`config.mk`:
```
export PLATFORM = sky130hd
export DESIGN_NAME = ram_helper_arbiter
export DESIGN_NICKNAME = d
export VERILOG_FILES = /design/src/rtl/ram_helper_arbiter.sv
export SDC_FILE = /design/constraint.sdc
export NUM_CORES = 1
export LEC_CHECK = 0
export CORE_AREA = 5 5 299 301
export DETAILED_ROUTE_END_ITERATION = 16
export DIE_AREA = 0 0 304 306
export PLACE_DENSITY = 0.35
export SETUP_SLACK_MARGIN = 0.5
export SYNTH_ARGS = -nofsm -noshare
export SYNTH_HDL_FRONTEND = slang
export SYNTH_SLANG_ARGS = --single-unit
export TNS_END_PERCENT = 100
```
`constraint.sdc`:
```
create_clock -name clk -period 9.3 [get_ports clk]
set_clock_uncertainty 0.05 [all_clocks]
set_input_delay 2.79 -clock clk [delete_from_list [all_inputs] [get_ports clk]]
set_output_delay 2.79 -clock clk [all_outputs]
set_load 0.01 [all_outputs]
```
`src/rtl/ram_helper_arbiter.sv`:
```
// Round-robin arbiter sharing one RAMHelper port among NUM_REQ valid/ready requesters.
// Each grant produces exactly one registered response, and only one response is outstanding at a time.
module ram_helper_arbiter #(
    parameter int          NUM_REQ   = 2,
    parameter logic [63:0] BASE_ADDR = 64'h0000_0000_8000_0000
) (
    input  logic                    clk,
    input  logic                    rst_n,
    input  logic [NUM_REQ-1:0]      req_valid,
    output logic [NUM_REQ-1:0]      req_ready,
    input  logic [64*NUM_REQ-1:0]   req_addr,
    input  logic [64*NUM_REQ-1:0]   req_wdata,
    input  logic [64*NUM_REQ-1:0]   req_wmask,
    input  logic [NUM_REQ-1:0]      req_wen,
    output logic [NUM_REQ-1:0]      resp_valid,
    input  logic [NUM_REQ-1:0]      resp_ready,
    output logic [63:0]             resp_rdata,
    output logic                    ram_en,
    output logic [63:0]             ram_rIdx,
    input  logic [63:0]             ram_rdata,
    output logic [63:0]             ram_wIdx,
    output logic [63:0]             ram_wdata,
    output logic [63:0]             ram_wmask,
    output logic                    ram_wen
);

    localparam int IDX_W = (NUM_REQ > 1) ? $clog2(NUM_REQ) : 1;

    typedef enum logic [0:0] {
        ST_IDLE = 1'b0,
        ST_RESP = 1'b1
    } state_e;

    state_e                 state_q;
    logic [IDX_W-1:0]       owner_q;
    logic [IDX_W-1:0]       last_q;
    logic [63:0]            resp_rdata_q;
    logic [NUM_REQ-1:0]     resp_valid_q;

    logic                   eligible_s;
    logic                   pick_s;
    logic [IDX_W-1:0]       pick_idx_s;
    logic [IDX_W-1:0]       cand_s;
    logic                   grant_s;
    logic [IDX_W-1:0]       grant_idx_s;
    logic [NUM_REQ-1:0]     grant_onehot_s;
    logic [63:0]            sel_addr_s;
    logic [63:0]            sel_wdata_s;
    logic [63:0]            sel_wmask_s;
    logic                   sel_wen_s;

    // Round-robin pick: scan farthest-to-nearest from last+1 so the nearest valid requester wins.
    always_comb begin
        pick_s     = 1'b0;
        pick_idx_s = '0;
        cand_s     = '0;
        for (int k = NUM_REQ; k >= 1; k--) begin
            cand_s     = IDX_W'((int'(last_q) + k) % NUM_REQ);
            pick_s     = pick_s | req_valid[cand_s];
            pick_idx_s = req_valid[cand_s] ? cand_s : pick_idx_s;
        end
    end

    // Grant qualification: idle, or the current owner is draining its response this cycle.
    always_comb begin
        eligible_s     = (state_q == ST_IDLE) || resp_ready[owner_q];
        grant_s        = pick_s && eligible_s && rst_n;
        grant_idx_s    = grant_s ? pick_idx_s : '0;
        grant_onehot_s = '0;
        for (int i = 0; i < NUM_REQ; i++) begin
            grant_onehot_s[i] = grant_s && (grant_idx_s == IDX_W'(i));
        end
    end

    // Field mux: without a grant the index is 0, so requester 0's fields keep the RAM port defined.
    always_comb begin
        sel_addr_s  = req_addr[63:0];
        sel_wdata_s = req_wdata[63:0];
        sel_wmask_s = req_wmask[63:0];
        sel_wen_s   = req_wen[0];
        for (int i = 1; i < NUM_REQ; i++) begin
            sel_addr_s  = (grant_idx_s == IDX_W'(i)) ? req_addr[64*i +: 64]  : sel_addr_s;
            sel_wdata_s = (grant_idx_s == IDX_W'(i)) ? req_wdata[64*i +: 64] : sel_wdata_s;
            sel_wmask_s = (grant_idx_s == IDX_W'(i)) ? req_wmask[64*i +: 64] : sel_wmask_s;
            sel_wen_s   = (grant_idx_s == IDX_W'(i)) ? req_wen[i]            : sel_wen_s;
        end
    end

    // RAM port and request handshake outputs; subtraction wraps modulo 2^64 by design.
    always_comb begin
        req_ready  = grant_onehot_s;
        ram_en     = grant_s;
        ram_wen    = grant_s && sel_wen_s;
        ram_rIdx   = (sel_addr_s - BASE_ADDR) >> 3'd3;
        ram_wIdx   = (sel_addr_s - BASE_ADDR) >> 3'd3;
        ram_wdata  = sel_wdata_s;
        ram_wmask  = sel_wmask_s;
        resp_valid = resp_valid_q;
        resp_rdata = resp_rdata_q;
    end

    // Response FSM: capture read data on every grant, release on the owner's resp_ready.
    always_ff @(posedge clk or negedge rst_n) begin
        if (!rst_n) begin
            state_q      <= ST_IDLE;
            owner_q      <= '0;
            last_q       <= IDX_W'(NUM_REQ - 1);
            resp_rdata_q <= 64'h0;
            resp_valid_q <= '0;
        end else begin
            case (state_q)
                ST_IDLE: begin
                    if (grant_s) begin
                        state_q      <= ST_RESP;
                        owner_q      <= grant_idx_s;
                        last_q       <= grant_idx_s;
                        resp_rdata_q <= ram_rdata;
                        resp_valid_q <= grant_onehot_s;
                    end else begin
                        resp_valid_q <= '0;
                    end
                end
                ST_RESP: begin
                    if (grant_s) begin
                        owner_q      <= grant_idx_s;
                        last_q       <= grant_idx_s;
                        resp_rdata_q <= ram_rdata;
                        resp_valid_q <= grant_onehot_s;
                    end else if (resp_ready[owner_q]) begin
                        state_q      <= ST_IDLE;
                        resp_valid_q <= '0;
                    end else begin
                        state_q      <= ST_RESP;
                    end
                end
                default: begin
                    state_q      <= ST_IDLE;
                    resp_valid_q <= '0;
                end
            endcase
        end
    end

endmodule
```
== Word level (Yosys, flattened, before mapping) ==
Index checks and enable logic that the tools add are counted.

* Register bits after elaboration: 69
* Bits in latches: 0
* Bits in writable memories: 0
* Memory bits (read-only): 0
* Input bits: 456
* Memories: 0

* Add/sub/neg operators: 3
* Multiply operators: 0
* Div/mod/pow operators: 0
* $lt $le $gt $ge: 3
* Eq/ne operators: 1
* Shift-type cells: 0
* Muxes and demuxes: 23
* Bitwise gates (word level): 3
* Reductions and logical operators: 6

{| class="wikitable"
|+ Operator list
! kind !! number
|-
| $mux 64 || 4
|-
| $sub 64x32->64 const B || 1
|-
| $mux 1 || 14
|-
| $lt 1x2->1 const B || 3
|-
| $mux 2 || 3
|-
| $logic_and 1x1->1 || 5
|-
| $pmux 2 s2 || 1
|-
| $ne 3x1->1 const B || 1
|-
| $add 1x1->1 const B || 2
|-
| $not 1->1 || 2
|-
| $pmux 1 s2 || 1
|-
| $logic_or 1x1->1 || 1
|-
| $or 1x1->1 || 1
|}

== Longest topological paths before layout ==
Gate-level depths: netlist of run 1.

* Depth after elaboration: 11
* Gate-level depth with buffers: 14
* Gate-level depth less buffers: 10

== Worst setup path before layout of run 1 ==
OpenSTA, ideal clock, no wires.

* Path kind: in2out
* From: input port resp_ready[1]
* To: output port ram_wIdx[46]
* Arrival time: 6.654 ns
* Data required time: 6.460 ns
* Setup slack: -0.194 ns
* Stages on the path: 14
* Path buffers: 4
* Cell sequence: mux2_2 -> o211ai_2 -> buf_6 -> buf_2 -> buf_2 -> mux2i_1 -> ha_1 -> or4b_4 -> nor4_4 -> mux2i_1 -> or4_1 -> xor2_1 -> mux2i_1 -> buf_4

* Word-level cells in the longest chain between the ends: 8

{| class="wikitable"
|+ Ends and longest elaborated chain
! item !! RTL line !! text
|-
| start, declared || 16 || <nowiki>input logic [NUM_REQ-1:0] resp_ready,</nowiki>
|-
| $mux 1 (implied by the code) (2 in a row) || 66 || <nowiki>eligible_s = (state_q == ST_IDLE) || resp_ready[owner_q];</nowiki>
|-
| $logic_or 1x1->1 || 66 ||
|-
| $logic_and 1x1->1 (2 in a row) || 67 || <nowiki>grant_s = pick_s && eligible_s && rst_n;</nowiki>
|-
| $mux 1 || 68 || <nowiki>grant_idx_s = grant_s ? pick_idx_s : '0;</nowiki>
|-
| $mux 64 || 82 || <nowiki>sel_addr_s = (grant_idx_s == IDX_W'(i)) ? req_addr[64*i +: 64] : sel_addr_s;</nowiki>
|-
| $sub 64x32->64 || - ||
|-
| end, declared || 21 || <nowiki>output logic [63:0] ram_wIdx,</nowiki>
|}

Every way passes these cells. The select of a mux whose other input is x is not followed.

== Worst setup path in the final report of run 1 ==
* From: input port resp_ready[0]
* To: output port ram_rIdx[52]

* Word-level cells in the longest chain between the ends: 8

{| class="wikitable"
|+ Ends and longest elaborated chain
! item !! RTL line !! text
|-
| $mux 1 (implied by the code) (2 in a row) || 66 ||
|-
| $logic_or 1x1->1 || 66 ||
|-
| $logic_and 1x1->1 (2 in a row) || 67 ||
|-
| $mux 1 || 68 ||
|-
| $mux 64 || 82 ||
|-
| $sub 64x32->64 || 94 || <nowiki>ram_rIdx = (sel_addr_s - BASE_ADDR) >> 3'd3;</nowiki>
|-
| end, declared || 19 || <nowiki>output logic [63:0] ram_rIdx,</nowiki>
|}

Every way passes these cells. The select of a mux whose other input is x is not followed.

==> results.md, run 1 <==
* Status: completed
* Final setup fails at 0
* First-pass GRT wire length at 82400 um
* PwrDens at 113 mW/mm^2
* WHS at 0.420 ns
* Final Hold Viols at 0
* I/O pin cnt at 782
* Min setup slack post-route at 0.482 ns
* CTS Root Cell: clkbuf_16
* Max Cap Viol at 0
* Critical Path RT at 6.46 ns
* FP Rows at 108
* Vias in the first global route at 10.4k
* Worst-margin pin slew at 0.945 ns
* Synth-to-Final Area Change at 150%
* Via density at 3.34
* Clock transition at the registers of the reported paths at 0.06 ns
* Filler Cells Inserted at 9737
* Mapped Cells at 1085
* H-tree depth at 3
* Drt first-iter violations at 469
* HP Class: flop to flop
* EDFF count, synth at 0
* Total core area at 0.0863 mm^2
* Hold Crit Depth at 2
* Critical path startpoint category: input port
* Post-DRT Antenna Nets at 0
* Crit Path Class: input port to output port
* Yosys top cell area share at 0.389
* Register area at 0.00173 mm^2
* CTS sink cnt at 69
* DRT Pass-1 Iters at 4
* Share of layout cells above drive strength 1 at 0.103
* CP arrival at 5.98 ns
* Mapped Area at 0.00657 mm^2
* Worst VDD drop at 0.000104 V
* Chip height at 306 um
* Die width at 304 um
* Pin count of the biggest net entering global routing at 91
* CP Capture Type: output port
* Buffers on Ports at 769
* Via count at 10.0k
* Yosys warning total at 0
* Final GP Congestion at 0.850
* Initial antenna violation count at 32
* Placed cell areas at 0.0157 mm^2
* Synth Area per Inst at 6.05 um^2
* Peak Freq at 113 MHz
* Remaining global-route overflow at 0
* Slew Limit Fails at 0
* Crit share post-route at 0.948
* DRC at 0
* Area leader, netlist: nand2_1
* Fin nets at 2288
* CTS Buf Count at 9
* Count of cell types in the netlist at 48
* RSZ-0062 raised after global routing: yes
* Relative slew slack at 0.370
* Clk Latency, worst-skew pair at 0.34 ns
* Initial cell density of the core at 0.0761
* Die area at 0.0930 mm^2
* Largest fanout on the critical path at 4
* Leak at 7.13 nW
* Place WS at -0.462 ns
* DP Wirelength at 54400 um
* Total GRT Usage at 0.124
* WL/cell at 20.7 um
* Final Instance Area at 0.0164 mm^2
* CTS tree: done
* Tmin final at 8.82 ns
* Area of the multi-input gates at 0.00448 mm^2
* Register area share after synthesis at 0.263
* Register bit total from synthesis at 69
* Max clock buf depth at 2
* Reg2Reg Depth at 7
* Dominant synthesized flop cell: dfrtp_1
* Post-synth ARST share at 1.00
* Synth area leaders: nand2_1 (39%), dfrtp_1 (26%), buf_4 (7.7%)
* Final WL at 62000 um
* Final total power at 1.86 mW
## registers in the layout, indices dropped and copies added, names as in the netlist
name and flops:
owner_q 1, last_q 1, resp_rdata 64, resp_valid 2, state_q 1
## power by group
part | switching [mW] | internal [mW]
Clock | 0.139 | 0.207
Combinational | 0.514 | 0.593
Sequential | 0.0390 | 0.369
Total | 0.692 | 1.17
## kinds of logic after synthesis
group           share of synthesized area
simple gates                        0.477
mux                                0.0558
flops                               0.263
xor+xnor                           0.0587
buf+inv                             0.113
other cells                      0.000571
compound gates                     0.0305
fa+ha+maj                         0.00190
## Yosys cell counts (5+ instances only)
master	count
buf_1	7
nor3_1	19
mux2_2	5
dfrtp_1	68
a21oi_1	7
xor2_1	21
xnor2_1	23
mux2i_1	31
or4_1	8
nor2_1	27
nand2_1	681
nand3_1	7
buf_4	67
nor4_1	8
or3_1	8
clkbuf_1	44
## routing by layer
layer / GRT usage / wire, um / up-vias
met5: 0 / 162 / -
met4: 0.0392 / 1930 / 26
met3: 0.0527 / 6080 / 70
met2: 0.225 / 31300 / 509
met1: 0.130 / 22600 / 4580
li1: - / - / 4837
## placed cells by master (no fill, tap or decap), types with 12 or more instances in the layout
cell type,n
buf_12,12
buf_4,75
buf_6,22
clkdlybuf4s50_1,719
dfrtp_1,68
diode_2,12
mux2i_1,27
nand2_1,680
nor2_1,25
nor3_1,15
xnor2_1,18
xor2_1,18
## metrics by stage
stage	utilization	cells	setup TNS, ns
6_report	0.190	3003	0
5_1_grt	0.190	2996	0
4_1_cts	0.189	2982	0
3_5_place_dp	0.182	2958	-7.30
3_3_place_gp	0.182	2958	-5.74
2_1_floorplan	-	1090	0
## timing repair
item,CTS,global route
endpoints found under the setup margin,207,32
resized for setup,137,34
hold buffers,0,0
pin swaps,14,14
endpoints found under the hold margin,0,0
setup buffers,8,9
gates cloned,0,0
## cell type report
class | count | area share
antenna | 12 | 0.00183
multi-input combinational | 894 | 0.272
clock buffer | 10 | 0.0139
tap | 1155 | 0.0879
clock inverter | 6 | 0.00373
sequential | 69 | 0.105
timing repair buffer | 853 | 0.514
inverter | 4 | 0.00122
## path summary, 6_finish.rpt
path	to	start	slack (ns)
setup / recovery	ram_rIdx[52]	resp_ready[0]	0.48
hold / removal	resp_rdata[38]	resp_rdata[38]	0.42
setup reg to reg	resp_valid[1]	owner_q	7.12
hold reg to reg	resp_rdata[38]	resp_rdata[38]	0.42
max in group asynchronous	resp_rdata[9]	rst_n	5.90
min in group asynchronous	resp_rdata[50]	rst_n	2.70
## critical path, cell delays in order
cell	delay, ns
buf_6	0.09
mux2_4	0.27
o211ai_4	0.25
mux2i_4	0.31
ha_4	0.18
buf_6	0.11
or4b_4	0.48
nor2b_4	0.20
nand3_4	0.15
buf_6	0.17
a2111oi_4	0.32
buf_4	0.17
xnor2_2	0.09
mux2i_1	0.08
buf_4	0.18
buf_6	0.12
No activity file was read; power rests on OpenSTA's default activity.
==> run 2: changes to the inputs <==
CORE_AREA = 2 2 305 307   (was 5 5 299 301)
DIE_AREA = 0 0 307 309   (was 0 0 304 306)
PLACE_DENSITY = 0.34   (was 0.35)
==> run 2 against run 1 <==
Via count grew 1.0%. Utilization shrank 1.1 points. Register-to-register slack gained 0.10 ns. Flip-flop and latch count is the same. Design area shrank 0.48%. Critical path type unchanged. Critical endpoint unchanged.
==> results.md, run 2 (synthesis gave the netlist of run 1 again) <==
* Final Hold Viols at 0 (unchanged)
* CTS Buf Count at 9 (unchanged)
* I/O pin cnt at 782 (unchanged)
* CTS sink cnt at 69 (unchanged)
* Die width at 307 um (+0.99%)
* Peak Freq at 112 MHz (-1.3%)
* Die area at 0.0949 mm^2 (+2.0%)
* Via density at 3.34 (+0.11%)
* Place WS at -0.813 ns (-0.350 ns)
* Commonest non-fill, non-tap cells in the layout: clkdlybuf4s50_1 (727), nand2_1 (680), buf_4 (73), dfrtp_1 (68), mux2i_1 (28)
* Worst-margin pin slew at 0.956 ns (+0.0114 ns)
* DP Wirelength at 54300 um (-0.14%)
* Drt first-iter violations at 321 (-32%)
* CTS Root Cell: clkbuf_16
* Finished Core Util at 0.179 (-0.0114)
* Number of flip-flops in the largest register at 64 (unchanged)
* Chip height at 309 um (+0.98%)
* Critical Path RT at 6.46 ns (about the same)
* Initial cell density of the core at 0.0719 (-0.00419)
* Register area at 0.00173 mm^2 (unchanged)
* Clock transition at the registers of the reported paths at 0.06 ns (about the same)
* Total core area at 0.0914 mm^2 (+5.8%)
* Worst VDD drop at 0.000146 V (+40%)
* Slew Limit Fails at 0 (unchanged)
* Critical path startpoint category: input port
* Synth-to-Final Area Change at 149%
* Final setup fails at 0 (unchanged)
* DRT Pass-1 Iters at 4 (unchanged)
* Leak at 7.08 nW (-0.67%)
* Buffers on Ports at 769 (unchanged)
* Number of hold buffers added after CTS at 0 (unchanged)
* HP Class: flop to flop
* RSZ-0062 raised after global routing: yes
* H-tree depth at 3 (unchanged)
* Max Cap Viol at 0 (unchanged)
* First-pass GRT wire length at 82100 um (-0.40%)
* Via count at 10.1k (+1.0%)
* Final GP Congestion at 0.851 (about the same)
* Vias in the first global route at 10.4k (+0.29%)
* Status: completed
* Total GRT Usage at 0.123 (-0.00108)
* Tmin final at 8.93 ns (+0.117 ns)
* Final WL at 62200 um (+0.32%)
* Largest fanout on the critical path at 4 (unchanged)
* Relative slew slack at 0.356 (-0.0143)
* Min setup slack post-route at 0.365 ns (-0.117 ns)
* Remaining global-route overflow at 0 (unchanged)
* Fin nets at 2288 (unchanged)
* FP Rows at 111 (+2.8%)
* Crit Path Class: input port to output port
* Max clock buf depth at 2 (unchanged)
* Area of the multi-input gates at 0.00445 mm^2 (-0.61%)
* PwrDens at 113 mW/mm^2 (-0.14%)
* Initial antenna violation count at 28 (-13%)
* Share of layout cells above drive strength 1 at 0.0964 (-0.00708)
* Filler Cells Inserted at 10.5k (+7.4%)
* Clk Latency, worst-skew pair at 0.36 ns (+0.02 ns)
* Pin count of the biggest net entering global routing at 76 (-16%)
* CTS tree: done
* Crit share post-route at 0.961 (+0.0126)
* DRC at 0 (unchanged)
* WL/cell at 20.5 um (-0.58%)
* Commonest non-fill, non-tap cell in the layout: clkdlybuf4s50_1
* CP Capture Type: output port
* CP arrival at 6.09 ns (+0.11 ns)
* Post-DRT Antenna Nets at 0 (unchanged)
## run 2: cell count changes in the layout (fill, tap and decap cells not counted), moves of 2 or more
cell / delta
dlygate4sd2_1: -2
nor2_1: +2
nor2_4: -2
xnor2_2: -2
buf_6: +3
diode_2: -4
buf_12: -7
buf_8: -2
mux2i_2: -2
buf_4: -2
clkinv_2: -2
xor2_1: +2
clkdlybuf4s50_1: +8
## run 2: power by group
part | internal [mW] | leakage [nW] | switching (mW)
clock network | 0.182 | 0.130 | 0.153
logic | 0.589 | 6.10 | 0.513
registers | 0.369 | 0.850 | 0.0424
total | 1.14 | 7.08 | 0.709
## run 2: final timing paths
check | from | to | slack [ns] | depth (start not counted)
worst max-delay path | resp_ready[0] | ram_rIdx[52] | 0.37 | 17
worst min-delay path | resp_rdata[47] | resp_rdata[47] | 0.42 | 2
worst max register to register | owner_q | resp_valid[1] | 7.22 | 5
worst min register to register | resp_rdata[47] | resp_rdata[47] | 0.42 | 2
max in group asynchronous | rst_n | resp_rdata[15] | 5.77 | 3
min in group asynchronous | rst_n | resp_valid[1] | 2.48 | 2
## run 2: metrics by stage
stage,area (um^2),std cells,setup TNS (ns),power (mW),hold slack [ns]
finish,16400,3030,0,1.85,0.425
global route,16400,3024,0,1.97,0.440
CTS,16200,3018,0,1.90,0.429
detailed placement,15700,2987,-13.26,1.54,0.401
global placement,15700,2987,-12.58,1.54,0.408
floorplan,6710,1090,0,0.790,0.389
## run 2: what timing repair did
| item | 4_1_cts | 5_1_grt |
|---|---|---|
| buffers inserted | 15 | 4 |
| pin swaps | 22 | 9 |
| setup endpoints to repair | 159 | 35 |
| gates resized for setup | 128 | 31 |
## run 2: routing by layer
metal | share of wire | global-route usage | wire length [um]
met1 | 0.38 | 0.134 | 23400
met2 | 0.52 | 0.229 | 32100
met3 | 0.088 | 0.0438 | 5450
met4 | 0.016 | 0.0237 | 977
met5 | 0.0032 | 0 | 200
## run 2: final cells by class
class	instances	share of cell area
clock buffers	10	0.0140
well taps	1186	0.0907
repair buffers	853	0.512
inverters	4	0.00122
diodes	8	0.00122
multi-input cells	894	0.272
clock inverters	6	0.00283
flip-flops and latches	69	0.106
## run 2: worst max-delay path, cell delays in order
cell and delay, ns:
buf_6 0.09, mux2_4 0.28, o211ai_4 0.26, buf_12 0.16, mux2i_4 0.24, ha_4 0.17
buf_4 0.10, or4b_4 0.47, nor2b_4 0.22, nand3_4 0.10, buf_6 0.18, a2111oi_4 0.34
buf_4 0.16, xnor2_1 0.05, mux2i_1 0.20, buf_4 0.16, buf_6 0.09
==> run 3: changes to the inputs <==
SLEW_MARGIN = 20   (was default)
clock period = 7.3 ns   (was 9.3 ns; I/O delays follow)
==> run 3 against run 2 <==
The run now ends with negative setup slack left. Utilization grew 2.7 points. Register-to-register slack lost 2.0 ns. Sequential share of layout area shrank 1.4 points. Non-clock buffer count grew 148. Sequential power grew 27%. Critical path type unchanged. Largest cell class unchanged. Largest power group unchanged.
==> results.md, run 3 (synthesis gave the netlist of run 1 again) <==
* Status: finished, violations left
* Failing checks: negative setup slack
* Relative slew slack at 0.499 (+0.143)
* Max Cap Viol at 0 (unchanged)
* PwrDens at 143 mW/mm^2 (+26%)
* Remaining global-route overflow at 0 (unchanged)
* FP Rows at 111 (unchanged)
* Reg2Reg Depth at 8 (+3)
* TNS Setup at -4.65 ns (-4.65 ns)
* CTS Buf Count at 9 (unchanged)
* Worst-margin pin slew at 0.752 ns (-0.204 ns)
* Final Hold Viols at 0 (unchanged)
* Number of flip-flops in the largest register at 64 (unchanged)
* Crit Reg-Reg Endpoint: resp_rdata[60]
* Synth-to-Final Area Change at 187%
* Hold Crit Start: last_q
* WHS Endpoint: last_q
* Crit Path Class: input port to output port
* CP arrival at 5.39 ns (-0.70 ns)
* Die area at 0.0949 mm^2 (unchanged)
* CP Capture Type: output port
* Vias in the first global route at 11.2k (+7.8%)
* I/O pin cnt at 782 (unchanged)
* Area of the multi-input gates at 0.00504 mm^2 (+13%)
* Buffers on Ports at 769 (unchanged)
* Clk Latency, worst-skew pair at 0.34 ns (-0.02 ns)
* Critical Path RT at 5.06 ns (-1.40 ns)
* Largest fanout on the critical path at 4 (unchanged)
* Chip height at 309 um (unchanged)
* Via density at 3.38 (+1.3%)
* DP Wirelength at 55500 um (+2.2%)
* Number of hold buffers added after CTS at 0 (unchanged)
* Commonest non-fill, non-tap cells in the layout: nand2_1 (622), clkdlybuf4s50_1 (512), buf_4 (162), buf_6 (101), buf_2 (79)
* HP Class: flop to flop
* DRC at 0 (unchanged)
* Final std cells w/o fill at 3183 (+5.0%)
* Filler Cells Inserted at 10.3k (-1.8%)
* Max clock buf depth at 2 (unchanged)
* RSZ-0062 raised after global routing: yes
* Hold Crit Depth at 2 (unchanged)
* Final setup fails at 24 (+24)
* Critical path startpoint category: input port
* DRT Pass-1 Iters at 5 (+1)
* DP Cell Count at 3044 (+1.9%)
* CTS sink cnt at 69 (unchanged)
* Fin nets at 2436 (+6.5%)
* Initial antenna violation count at 38 (+36%)
* Peak Freq at 131 MHz
* Clock transition at the registers of the reported paths at 0.06 ns (about the same)
* Pin count of the biggest net entering global routing at 65 (-14%)
* WL/cell at 21.5 um (+4.5%)
* H-tree depth at 3 (unchanged)
* Register area at 0.00173 mm^2 (unchanged)
* CTS Root Cell: clkbuf_16
* Worst VDD drop at 0.000104 V (-29%)
* Placed cell areas at 0.0163 mm^2 (+3.9%)
* Via count at 10.8k (+6.4%)
* Crit share post-route at 1.04
* Min setup slack post-route at -0.327 ns (-0.692 ns)
* Initial cell density of the core at 0.0719 (unchanged)
* Final GP Congestion at 0.825 (-3.1%)
* Commonest non-fill, non-tap cell in the layout: nand2_1
* Tmin final at 7.63 ns
* Drt first-iter violations at 388 (+21%)
* Slew Limit Fails at 0 (unchanged)
* Worst R2R Start: owner_q
* Total GRT Usage at 0.135 (+0.0125)
* Final WL at 68300 um (+9.8%)
* CTS tree: done
* Die width at 307 um (unchanged)
* Post-DRT Antenna Nets at 0 (unchanged)
* FF-to-FF setup slack at 5.21 ns (-2.01 ns)
* Share of layout cells above drive strength 1 at 0.299 (+0.203)
* Total core area at 0.0914 mm^2 (unchanged)
* First-pass GRT wire length at 89300 um (+8.8%)
* Leak at 8.61 nW (+22%)
* Final Instance Area at 0.0188 mm^2 (+15%)
run 3: cell count changes in the layout (fill, tap and decap cells not counted), sizes merged, moves of 2 or more:
| cell | change |
|---|---|
| buf | +292 |
| dlygate4sd2 | +29 |
| inv | -2 |
| diode | +5 |
| clkbuf | +7 |
| bufinv | +3 |
| clkdlybuf4s50 | -215 |
| dlymetal6s2s | +6 |
| bufbuf | +3 |
| clkdlybuf4s15 | +27 |
run 3: power by group:
| group | internal, mW | switching (mW) | total (mW) |
|---|---|---|---|
| Clock | 0.353 | 0.183 | 0.536 |
| Sequential | 0.470 | 0.0512 | 0.521 |
| Combinational | 0.877 | 0.749 | 1.63 |
run 3: how the worst max path moves through the flow:
stage,end,start
2_1_floorplan,ram_wIdx[46],resp_ready[0]
5_1_grt,ram_rIdx[48],resp_ready[0]
3_5_place_dp,ram_wIdx[52],resp_ready[0]
6_report,ram_wIdx[46],resp_ready[0]
4_1_cts,ram_rIdx[48],resp_ready[0]
3_3_place_gp,ram_rIdx[52],resp_ready[0]
run 3: critical path, cell delays in order:
cell      delay, ns
buf_6          0.09
mux2_4         0.28
o211ai_4       0.25
mux2i_2        0.30
ha_4           0.18
buf_4          0.10
or4b_4         0.49
nor2b_4        0.13
buf_6          0.13
mux2i_4        0.10
or4_4          0.53
xor2_1         0.16
mux2i_1        0.13
buf_4          0.19
buf_6          0.12
run 3: area by class of cell:
| class | instances | area share |
|---|---|---|
| clock buffers | 11 | 0.0134 |
| flip-flops and latches | 69 | 0.0918 |
| repair buffers | 1001 | 0.540 |
| inverters | 4 | 0.00120 |
| diodes | 13 | 0.00173 |
| clock inverters | 5 | 0.00565 |
| well taps | 1186 | 0.0788 |
| multi-input cells | 894 | 0.268 |
run 3: what timing repair did:
action | 4_1_cts | 5_1_grt
pin swaps | 32 | 39
gates cloned | 14 | 3
setup endpoints to repair | 248 | 227
setup buffers | 66 | 27
gates resized for setup | 813 | 273
run 3: routing by layer:
| metal | up-vias | GRT usage | share of wire |
|---|---|---|---|
| li1 | 5146 | - | - |
| met3 | 102 | 0.0519 | 0.099 |
| met4 | 44 | 0.0456 | 0.034 |
| met1 | 4966 | 0.157 | 0.39 |
| met2 | 516 | 0.228 | 0.47 |
| met5 | - | 0 | 0.0039 |
run 3: stage by stage:
| step | utilization | setup slack [ns] | hold WS [ns] | power (mW) |
|---|---|---|---|---|
| 2_1_floorplan | - | -0.622 | 0.389 | 1.01 |
| 3_3_place_gp | 0.178 | -1.26 | 0.397 | 2.01 |
| 3_5_place_dp | 0.178 | -1.23 | 0.401 | 2.00 |
| 4_1_cts | 0.199 | -0.500 | 0.418 | 2.69 |
| 5_1_grt | 0.206 | -0.510 | 0.427 | 2.86 |
| 6_report | 0.206 | -0.327 | 0.413 | 2.68 |
